File: config.mk
export PLATFORM = sky130hd
export DESIGN_NAME = apb_requester
export DESIGN_NICKNAME = d
export VERILOG_FILES = /design/src/rtl/apb_pkg.sv /design/src/rtl/apb_watchdog.sv /design/src/rtl/apb_requester.sv
export SDC_FILE = /design/constraint.sdc
export NUM_CORES = 1
export LEC_CHECK = 0
export BUFFER_PORTS_ARGS = -buffer_cell sky130_fd_sc_hd__buf_2
export CORE_MARGIN = 8
export CORE_UTILIZATION = 48
export DETAILED_ROUTE_END_ITERATION = 10
export PLACE_DENSITY = 0.81
export RECOVER_POWER = 100
export SKIP_CTS_REPAIR_TIMING = 1
export SLEW_MARGIN = 20
export SYNTH_ARGS = -nofsm -noshare
export SYNTH_HDL_FRONTEND = slang
export SYNTH_SLANG_ARGS = --single-unit
File: constraint.sdc
create_clock -name pclk -period 1.4 [get_ports pclk]
set_clock_uncertainty 0.05 [all_clocks]
set_input_delay 0 -clock pclk [delete_from_list [all_inputs] [get_ports pclk]]
set_output_delay 0 -clock pclk [all_outputs]
set_load 0.01 [all_outputs]
File: src/rtl/apb_pkg.sv
// apb_pkg: shared state encoding, default widths and UART console addresses for the APB requester.
package apb_pkg;
  typedef enum logic [1:0] {IDLE, SETUP, ACCESS} apb_state_t;
  localparam int APB_ADDR_W = 32;
  localparam int APB_DATA_W = 32;
  localparam int APB_TIMEOUT = 256;
  localparam logic [31:0] UART_DATA_ADDR = 32'h10000000;
  localparam logic [31:0] UART_STAT_ADDR = 32'h10000005;
endpackage

File: src/rtl/apb_watchdog.sv
// apb_watchdog: counts stalled ACCESS cycles and flags the one that reaches LIMIT.
module apb_watchdog #(
  parameter int LIMIT = 256
) (
  input  logic clk,
  input  logic rst,
  input  logic clear,
  input  logic enable,
  output logic expired
);
  localparam int W = $clog2(LIMIT + 1);
  logic [W-1:0] cnt;
  always_ff @(posedge clk) begin
    if (rst || clear) cnt <= '0;
    else if (enable) cnt <= cnt + 1'b1;
  end
  // Fires during the stalled cycle whose end would bring the count to LIMIT.
  assign expired = enable && cnt == W'(LIMIT - 1);
endmodule

File: src/rtl/apb_requester.sv
// apb_requester: single-outstanding APB-style initiator between the core data port and peripherals.
// Optional ACCESS-phase timeout is built in when APB_TIMEOUT_EN is defined.
module apb_requester import apb_pkg::*; #(
  parameter int ADDR_WIDTH = APB_ADDR_W,
  parameter int DATA_WIDTH = APB_DATA_W,
  parameter int TIMEOUT_CYCLES = APB_TIMEOUT
) (
  input  logic                  pclk,
  input  logic                  rst,
  input  logic                  cpu_req,
  input  logic [ADDR_WIDTH-1:0] cpu_addr,
  input  logic [DATA_WIDTH-1:0] cpu_wdata,
  input  logic                  cpu_we,
  input  logic [3:0]            cpu_stb,
  output logic                  cpu_busy,
  output logic                  cpu_done,
  output logic [DATA_WIDTH-1:0] cpu_rdata,
  output logic                  cpu_err,
  output logic [ADDR_WIDTH-1:0] paddr,
  output logic [DATA_WIDTH-1:0] pdata,
  output logic                  pwrite,
  output logic [3:0]            pstb,
  output logic                  psel,
  output logic                  penable,
  input  logic [DATA_WIDTH-1:0] prdata,
  input  logic                  ready,
  input  logic                  perr
);
  apb_state_t state, state_n;
  logic expired;
  logic fin;
`ifdef APB_TIMEOUT_EN
  apb_watchdog #(.LIMIT(TIMEOUT_CYCLES)) u_watchdog (
    .clk(pclk),
    .rst(rst),
    .clear(state != ACCESS),
    .enable(state == ACCESS && !ready),
    .expired(expired)
  );
`else
  logic unused_timeout;
  assign unused_timeout = TIMEOUT_CYCLES != 0;
  assign expired = 1'b0;
`endif
  assign fin = state == ACCESS && (ready || expired);
  always_comb begin
    state_n = state == IDLE ? (cpu_req ? SETUP : IDLE) : state == SETUP ? ACCESS : (fin ? IDLE : ACCESS);
    psel = state != IDLE;
    penable = state == ACCESS;
    cpu_busy = state != IDLE;
  end
  always_ff @(posedge pclk) begin
    if (rst) begin
      state <= IDLE;
      paddr <= '0;
      pdata <= '0;
      pwrite <= 1'b0;
      pstb <= '0;
      cpu_done <= 1'b0;
      cpu_rdata <= '0;
      cpu_err <= 1'b0;
    end else begin
      state <= state_n;
      cpu_done <= fin;
      if (state == IDLE && cpu_req) begin
        paddr <= cpu_addr;
        pdata <= cpu_we ? cpu_wdata : '0;
        pwrite <= cpu_we;
        pstb <= cpu_stb;
      end
      // A real ready wins over a timeout landing in the same cycle.
      if (fin) begin
        cpu_rdata <= (pwrite || !ready) ? '0 : prdata;
        cpu_err <= ready ? perr : 1'b1;
      end
    end
  end
endmodule
==> results.py <==
metrics = {
    "floorplan": {
        "die_area_sq_um": 13700,
        "die_y_um": 117,
        "start_util_pct": 48.3,
        "row_count": 37,
        "io_pins": 212,
        "fp.coreArea_sq_um": 10100,
        "die_w_um": 117,
    },
    "timing": {
        "hold_viol": 0,
        "fin_crit_sh_pct": 96.8,
        "drv_slew": 0,
        "fin_crit_ns": 1.36,
        "worst-slew-pin-transition_ns": 0.621,
        "fmaxAchievable_ghz": 0.738,
        "slew_headroom_pct": 58.6,
        "setup_violations": 0,
    },
    "finish": {
        "multi_input_area_sq_um": 2480,
        "fillers": 714,
        "stdcell_count": 910,
        "drive_above_1_share_pct": 19.7,
        "regArea_sq_um": 2100,
        "final_nets": 874,
        "areaGrowthSynthToFinish_pct": 47.8,
    },
    "grt": {
        "antenna_found_initial": 0,
        "grt_pass1_wl_mm": 19.1,
        "grt_max_degree": 95,
        "grt_pass1_vias": 3998,
        "grt-ovfl-total": 0,
        "grt_use_total_pct": 17.4,
    },
    "routing": {
        "num_vias": 4340,
        "drtAntennaViolNets": 0,
        "first_iter_violations": 321,
        "firstDrtPassIters": 4,
        "vias_per_cell": 4.77,
        "wl_per_cell_um": 16.0,
        "drc_errors": 0,
        "wl_mm": 14.5,
    },
    "setup_path": {
        "worst_setup_path_start_kind": "flop",
        "crit_chain": "nor3b_4, buf_4, buf_4, mux2i_1",
        "cp-endpoint": "paddr[31]",
        "r2r.worst_path.cells": 4,
        "cp-end-kind": "flop",
        "cp_max_fo": 11,
        "cp.arrival_ns": 1.57,
        "r2r_slack_ns": 0.04,
        "r2r-start": "state[1]",
        "reg2reg_to": "paddr[31]",
        "crit_type": "flop to flop",
        "cpMaxStageDelayCell": "dfxtp_1",
        "crit_path_start": "state[1]",
        "cpMostUsedCell": "buf_4",
        "cp.required_ns": 1.61,
        "critPathMaxStageDelay_ns": 0.36,
    },
    "place": {
        "place_inst": 781,
        "finalWeightedCongestion": 0.800,
        "dp_hpwl_mm": 9.40,
        "place.port_buffers": 211,
    },
    "yosys": {
        "ys_ff_latch": 105,
        "synth.largest_area_cell": "dfxtp_1",
        "synth_warnings": 0,
        "synthCells": 462,
        "synth_fp_nets": 568,
        "syn-cell-area_sq_um": 4900,
        "synthDistinctLibCells": 17,
        "synth_top_area_share_pct": 42.9,
        "ys_seq_area_share_pct": 42.9,
        "synth_area_per_cell_sq_um": 10.6,
        "synth_area_leaders": "dfxtp_1, mux2i_1, nand2b_1",
    },
    "clock_tree": {
        "insertion_delay_ns": 0.35,
        "cts_tree": "done",
        "cts_sinks": 105,
        "clkSlewWorstSetupHoldPaths_ns": 0.10,
        "cts_buffers": 9,
        "htree_levels": 3,
        "root_buffer": "clkbuf_8",
        "ctsLongestPathBuffers": 2,
    },
    "power_and_ir_drop": {
        "power-per-cell-area_nw_per_um2": 912,
        "power_uw": 6610,
        "power.leakage_uw": 0.00293,
        "peakVddDrop_mv": 0.749,
    },
    "job": {
        "cap_violations": 0,
    },
    "hold_path": {
        "hold-path-cell-count": 3,
        "min_path_type": "primary input to flop",
    },
    "run_status": {
        "status": "finished, final reports clean",
    },
}
## registers in the layout, indices dropped and copies added, names as in the netlist
name / flops
cpu_done: 1
cpu_err: 1
cpu_rdata: 32
paddr: 32
pdata: 32
pstb: 4
pwrite: 1
state: 2
## logic make-up (layout without fill, tap and decap cells)
family	count (synthesis)	count (layout)	share of synthesized area [%]
and+or+nand+nor	211	211	29.5
DFF	105	105	42.9
muxes	102	102	20.8
buffers and inverters	44	354	6.74
other	0	2	0
## per-stage QoR
stage | setup slack [ns] | setup TNS [ns] | area [sq um] | utilization [%] | hold WS (ns)
6_report | 0.0443 | 0 | 7250 | 71.5 | 0.140
4_1_cts | 0.0180 | 0 | 6270 | 61.9 | -0.177
5_1_grt | -0.0133 | -0.0247 | 7240 | 71.4 | 0.141
3_3_place_gp | 0.139 | 0 | 6060 | 59.8 | 0.211
2_1_floorplan | 0.281 | 0 | 4900 | - | 0.105
3_5_place_dp | 0.0326 | 0 | 6060 | 59.8 | 0.222
## power breakdown
part / internal [uW] / switching, uW
Clock: 1050 / 964
Combinational: 776 / 588
Sequential: 3140 / 92.2
## layer usage
layer / GRT usage (%) / vias up / wire length [um]
met3: 6.11 / 10 / 1220
met5: 0 / - / 0
met4: 5.46 / 0 / 118
met2: 29.1 / 162 / 7010
li1: - / 2152 / -
met1: 20.6 / 2016 / 6190
## layout make-up
type	count	share of cell area, %
antenna	2	0.0691
multi-input combinational	313	34.2
timing repair buffer	338	31.4
clock buffer	12	2.00
inverter	1	0.0518
sequential	105	29.0
tap	136	2.35
clock inverter	3	0.898
## cell usage after synthesis
cell,instances
nand2b_1,140
dfxtp_1,105
mux2i_1,102
nand3b_1,32
or3b_1,32
clkbuf_1,21
buf_6,14
buf_12,3
buf_2,3
buf_4,2
nor2b_1,2
and2b_2,1
and3b_1,1
inv_1,1
nor2_1,1
nor3_1,1
nor3b_2,1
## worst min path at each step
| stage | end | slack [ns] | startpoint |
|---|---|---|---|
| final | paddr[24] | 0.14 | rst |
| after global routing | pstb[0] | 0.14 | rst |
| after CTS | paddr[31] | -0.18 | cpu_addr[31] |
| after detailed placement | paddr[31] | 0.22 | cpu_addr[31] |
| after global placement | paddr[16] | 0.21 | cpu_addr[16] |
| after floorplan | cpu_err | 0.10 | perr |
## worst max-delay path: cells and delay by family, from the launching register on
| family | cells | cell delay, ns |
|---|---|---|
| multiplexers | 1 | 0.27 |
| flip-flops | 1 | 0.36 |
| buffers and inverters | 2 | 0.39 |
| AND/OR/NAND/NOR | 1 | 0.20 |
## placed cells by master, fill, tap and decap left out, drive strengths merged
cell type	n
dlygate4sd3	101
buf	132
diode	2
inv	1
mux2i	102
and2b	1
nor3b	1
and3b	1
dfxtp	105
nor3	1
bufinv	2
nand3b	32
clkinv	1
clkbuf	117
nor2	1
or3b	32
nor2b	2
nand2b	140
(Power assumes the default switching activity.)
